`src/rtl/muntjac_clint.sv`:
```
// Core-local interruptor: free-running mtime, per-hart mtimecmp/msip, single-outstanding register bus.
// Define MUNTJAC_CLINT_PRESCALE_EN to advance mtime only once every TickDiv cycles.
module muntjac_clint #(
  parameter int unsigned NumHarts  = 1,
  parameter int unsigned AddrWidth = 16,
  parameter int unsigned TickDiv   = 1
) (
  input  logic                 clk_i,
  input  logic                 rst_i,
  input  logic                 req_valid_i,
  output logic                 req_ready_o,
  input  logic                 req_we_i,
  input  logic [AddrWidth-1:0] req_addr_i,
  input  logic [63:0]          req_wdata_i,
  input  logic [7:0]           req_wmask_i,
  output logic                 rsp_valid_o,
  input  logic                 rsp_ready_i,
  output logic [63:0]          rsp_rdata_o,
  output logic                 rsp_error_o,
  output logic [63:0]          mtime_o,
  output logic [NumHarts-1:0]  irq_software_m_o,
  output logic [NumHarts-1:0]  irq_timer_m_o
);

  // state   | meaning
  // ST_IDLE | no response outstanding, request port ready
  // ST_RESP | response presented; next request accepted as this one is consumed

  localparam int unsigned PairCount = (NumHarts + 1) / 2;
  localparam int unsigned WordWidth = AddrWidth - 3;
  localparam logic [WordWidth-1:0] MtimeWord = WordWidth'(32'h17FF);
  localparam logic [WordWidth-1:0] CmpWord   = WordWidth'(32'h0800);

  typedef enum logic [0:0] {
    ST_IDLE = 1'b0,
    ST_RESP = 1'b1
  } state_e;

  state_e state_q, state_d;
  logic   accept;

  logic [63:0]         mtime_q, mtime_d;
  logic [63:0]         mtimecmp_q [NumHarts];
  logic [63:0]         mtimecmp_d [NumHarts];
  logic [NumHarts-1:0] msip_q, msip_d;
  logic [NumHarts-1:0] irq_timer_q, irq_timer_d;
  logic [63:0]         rdata_q, rdata_d;
  logic                error_q, error_d;

  logic [WordWidth-1:0] word;
  logic                 unused_addr_lsbs;
  logic                 hit_mtime;
  logic [NumHarts-1:0]  hit_cmp;
  logic [PairCount-1:0] hit_pair;
  logic                 hit_any;
  logic                 tick;
  logic                 mtime_wr;

  function automatic logic [63:0] byte_merge(input logic [63:0] old_val,
                                             input logic [63:0] new_val,
                                             input logic [7:0]  strb);
    logic [63:0] res;
    for (int b = 0; b < 8; b++) begin
      res[8*b +: 8] = strb[b] ? new_val[8*b +: 8] : old_val[8*b +: 8];
    end
    return res;
  endfunction

  always_ff @(posedge clk_i) begin
    if (rst_i) state_q <= ST_IDLE;
    else       state_q <= state_d;
  end

  always_comb begin
    state_d     = state_q;
    accept      = 1'b0;
    req_ready_o = 1'b1;
    rsp_valid_o = 1'b0;
    case (state_q)
      ST_IDLE: begin
        accept = req_valid_i;
        if (req_valid_i) state_d = ST_RESP;
      end
      ST_RESP: begin
        rsp_valid_o = 1'b1;
        req_ready_o = rsp_ready_i;
        accept      = req_valid_i & rsp_ready_i;
        if (rsp_ready_i && !req_valid_i) state_d = ST_IDLE;
      end
      default: state_d = ST_IDLE;
    endcase
  end

  // Address bits [2:0] select a byte within the word and are covered by the strobes.
  assign word             = req_addr_i[AddrWidth-1:3];
  assign unused_addr_lsbs = ^req_addr_i[2:0];
  assign hit_mtime        = (word == MtimeWord);

  always_comb begin
    for (int h = 0; h < NumHarts; h++) begin
      hit_cmp[h] = (word == CmpWord + WordWidth'(h));
    end
    for (int k = 0; k < PairCount; k++) begin
      hit_pair[k] = (word == WordWidth'(k));
    end
  end

  assign hit_any  = hit_mtime | (|hit_cmp) | (|hit_pair);
  assign mtime_wr = accept & req_we_i & hit_mtime;

`ifdef MUNTJAC_CLINT_PRESCALE_EN
  logic [15:0] presc_q, presc_d;

  assign tick = (presc_q == 16'(TickDiv - 1));

  always_comb begin
    presc_d = tick ? 16'd0 : presc_q + 16'd1;
    if (mtime_wr) presc_d = 16'd0;
  end

  always_ff @(posedge clk_i) begin
    if (rst_i) presc_q <= '0;
    else       presc_q <= presc_d;
  end
`else
  localparam int unsigned unused_tick_div = TickDiv;
  assign tick = 1'b1;
`endif

  // Reads return pre-edge values; an mtime write replaces this cycle's increment.
  always_comb begin
    mtime_d    = mtime_q + {63'd0, tick};
    mtimecmp_d = mtimecmp_q;
    msip_d     = msip_q;
    rdata_d    = rdata_q;
    error_d    = error_q;
    if (accept) begin
      rdata_d = '0;
      error_d = ~hit_any;
      if (hit_mtime) begin
        if (req_we_i) mtime_d = byte_merge(mtime_q, req_wdata_i, req_wmask_i);
        else          rdata_d = mtime_q;
      end
      for (int h = 0; h < NumHarts; h++) begin
        if (hit_cmp[h]) begin
          if (req_we_i) mtimecmp_d[h] = byte_merge(mtimecmp_q[h], req_wdata_i, req_wmask_i);
          else          rdata_d = mtimecmp_q[h];
        end
      end
      // Even harts live in the low 32-bit half of a pair word, odd harts in the high half.
      for (int h = 0; h < NumHarts; h++) begin
        if (hit_pair[h/2]) begin
          if (req_we_i) begin
            if (req_wmask_i[4*(h%2)]) msip_d[h] = req_wdata_i[32*(h%2)];
          end else begin
            rdata_d[32*(h%2)] = msip_q[h];
          end
        end
      end
    end
  end

  always_comb begin
    for (int h = 0; h < NumHarts; h++) begin
      irq_timer_d[h] = (mtime_q >= mtimecmp_q[h]);
    end
  end

  always_ff @(posedge clk_i) begin
    if (rst_i) begin
      mtime_q     <= '0;
      msip_q      <= '0;
      irq_timer_q <= '0;
      rdata_q     <= '0;
      error_q     <= 1'b0;
      for (int h = 0; h < NumHarts; h++) begin
        mtimecmp_q[h] <= '1;
      end
    end else begin
      mtime_q     <= mtime_d;
      mtimecmp_q  <= mtimecmp_d;
      msip_q      <= msip_d;
      irq_timer_q <= irq_timer_d;
      rdata_q     <= rdata_d;
      error_q     <= error_d;
    end
  end

  assign rsp_rdata_o      = rdata_q;
  assign rsp_error_o      = error_q;
  assign mtime_o          = mtime_q;
  assign irq_software_m_o = msip_q;
  assign irq_timer_m_o    = irq_timer_q;

endmodule

```
`config.mk`:
```
export PLATFORM = sky130hd
export DESIGN_NAME = muntjac_clint
export DESIGN_NICKNAME = d
export VERILOG_FILES = /design/src/rtl/muntjac_clint.sv
export SDC_FILE = /design/constraint.sdc
export NUM_CORES = 1
export LEC_CHECK = 0
export CAP_MARGIN = 20
export CORE_UTILIZATION = 50
export DETAILED_ROUTE_END_ITERATION = 8
export GPL_ROUTABILITY_DRIVEN = 0
export MAX_ROUTING_LAYER = met4
export PLACE_DENSITY = 0.78
export SLEW_MARGIN = 20
export SYNTH_ARGS = -nofsm -noshare
export SYNTH_HDL_FRONTEND = slang
export SYNTH_SLANG_ARGS = --single-unit
```
`constraint.sdc`:
```
create_clock -name clk_i -period 5.8 [get_ports clk_i]
set_input_delay 1.16 -clock clk_i [delete_from_list [all_inputs] [get_ports clk_i]]
set_output_delay 1.16 -clock clk_i [all_outputs]
set_load 0.005 [all_outputs]
```
==> metrics <==
Setup Buffers After CTS=0; CP Launch Point=rsp_ready_i; GR peak layer=met2; via/cell ratio=around 6.3; Netlist cell types=66; syn_area_per_cell=a little over 8 µm²; met2 Use GR=between 40% and 50%; routing usage on met1=roughly 43%; Total Power=2.72 mW; slew margin rel.=between 30% and 40%; critical path class=input port to register; drt wl/cell=~19 µm; Hold Path Origin=rsp_error_o; Reg-to-Reg Start=mtime_o[4]; Syn Nets=roughly 1.5k; hold-fix buffers at CTS=0; cts bufs inserted=17; pre-CTS worst setup slack=between 1.5 and 2 ns; Die Area=around 0.022 mm²; largest net degree at the start of global routing=74; worst setup margin=1.88 ns; DRC=0; Final setup viols=0; most frequent cells in the layout=clkdlybuf4s50_1, dfxtp_1, nand2_1, nor2_1, inv_1; nets=~1.6k; I/O pins=approximately 230; Iter 0 DRT Violations=~1.1k; commonest non-fill, non-tap cell in the layout=clkdlybuf4s50_1; post-route minimum period=3.92 ns; Routed Antenna Nets=0; worst-case clock buffer depth=2; Netlist Area Pre-Place=around 0.011 mm²; Hold/Removal Path Class=register to register; Peak Freq=about 250 MHz; Synth area leader=dfxtp_1; post-layout util=roughly 65%; PwrDens=between 150 and 200 mW/mm²; HPWL Detailed=roughly 24 mm; Most used DFF post-synth=dfxtp_1; number of clock sinks=196; core box area=approximately 0.021 mm²; GR Util met3=~4.7%; Initial Util=51.2%; Worst-Margin Slew=between 0.9 and 1 ns; Critical path buffers and inverters=2; period utilization=about 68%; Peak VDD IR=~180 µV; Post-Syn Instances=1314; Root Buffer=clkbuf_16; number of global-route vias before repair=between 10k and 15k; first-pass GRT wire length=around 54 mm; CP max stage cell=and3_1; number of max-cap violations=0; crit path DAT=4.28 ns; Pins Over Slew Limit=0; Critical Path RT=approximately 6.2 ns; Worst Path Max Fanout=27; initial antenna violation count=1; synth warn=0; critical-path cell list=clkdlybuf4s50_1, nand2b_1, and3_1, nand2_1, buf_4, nor2_1, o21ai_0, a31oi_1; crit-path leading delay family=simple AND/OR/NAND/NOR gates; Total GRT Usage=31.8%; main area contributors after synthesis=dfxtp_1, ha_1, nand2_1, a22o_1, a22oi_1; post-synthesis sequential area ratio=36.2%; final WL=34.2 mm; Storage cell area=0.00392 mm²; setup total negative slack=0 ns; RSZ-0062 raised after global routing=no; Hold Fails Final Rpt=0; proportion of synthesized flip-flops having asynchronous set or reset=0%; CTS tree=done; Multi-input gate area=0.00632 mm²; Critical Path Max Stage Delay=slightly below 0.8 ns; first-pass iteration count of the detailed router=6; EDFF count, synth=0; GRT overflow=0; htree depth=4; layout cell share with drive strength beyond 1=between 5 and 6%; Worst-Skew Late Latency=0.45 ns; crit end category=register; Die H=approximately 150 µm; status=completed; via count=~11k; port bufs=about 220; # rows=53; Area Growth Syn to Fin=27.6%; Leak=just under 6 nW; Clock Pin Slew Worst Setup and Hold Paths=about 0.07 ns; Synth top area share=36.2%; Resize count post-CTS=0; Clock Skew=0.0202 ns; FF+latch count, synth=between 150 and 200; Die X=around 150 µm; number of fill cells=between 1.5k and 2k; startpoint types=input port
-- power by group --
group,internal [mW],leakage [nW],switching [mW]
combinational,0.0760,3.91,0.0897
sequential,1.35,1.58,0.00407
clock,0.634,0.288,0.572
total,2.06,5.78,0.666
-- kinds of logic after synthesis --
kind of cell	count (synthesis)	synth area share (%)
xor+xnor	6	0.485
simple gates	527	25.2
buf+inv	156	5.63
flops	196	36.2
mux	12	1.24
compound gates	352	23.7
fa+ha+maj	65	7.51
-- layout make-up --
type | instances | share of cell area [%]
Clock inverter | 12 | 0.960
Multi-Input combinational cell | 962 | 45.7
Timing Repair Buffer | 237 | 17.2
Sequential cell | 196 | 28.4
Tap cell | 275 | 2.49
Clock buffer | 20 | 3.30
Inverter | 72 | 1.96
Antenna cell | 1 | 0.0181
-- registers in the layout, indices dropped and copies added, names as in the netlist --
signal and cells:
mtimecmp_q 64, rsp_error_o 1, irq_software_m_o 1, mtime_o 64
rsp_rdata_o 64, irq_timer_m_o 1, state_q 1
-- routing by layer --
layer	part of all wire, %	up-vias
met5	0	-
met4	2.1	0
met3	8.7	63
met2	46	535
met1	43	5294
li1	-	5217
-- worst reg2reg max path: stages, from the launching register on --
cell and delay (ns):
dfxtp_1 0.53, nand3_1 0.23, nor3_2 0.46, and3_1 0.83, nand4_1 0.41, or3_1 0.40, a31oi_1 0.17
-- final timing paths --
path | to | slack [ns] | cells after the start
setup reg to reg | mtime_o[53] | 2.70 | 6
hold / removal | rsp_error_o | 0.46 | 2
setup / recovery | mtime_o[34] | 1.88 | 8
hold reg to reg | rsp_error_o | 0.46 | 2
-- cell usage after synthesis, types with 34 or more instances --
master	instances
dfxtp_1	196
nand2_1	150
nor2_1	117
inv_1	72
a22oi_1	67
ha_1	65
clkbuf_1	64
a22o_1	59
a21oi_1	56
and3_1	52
nand3_1	48
nand3b_1	34
-- metrics by stage --
step	hold slack (ns)	instances	instance area [µm²]
floorplan	0.435	1314	10800
global placement	0.443	1740	13200
detailed placement	0.451	1742	13200
CTS	0.465	1774	13800
global route	0.499	1775	13800
finish	0.460	1775	13800
No activity file was read; power rests on OpenSTA's default activity.
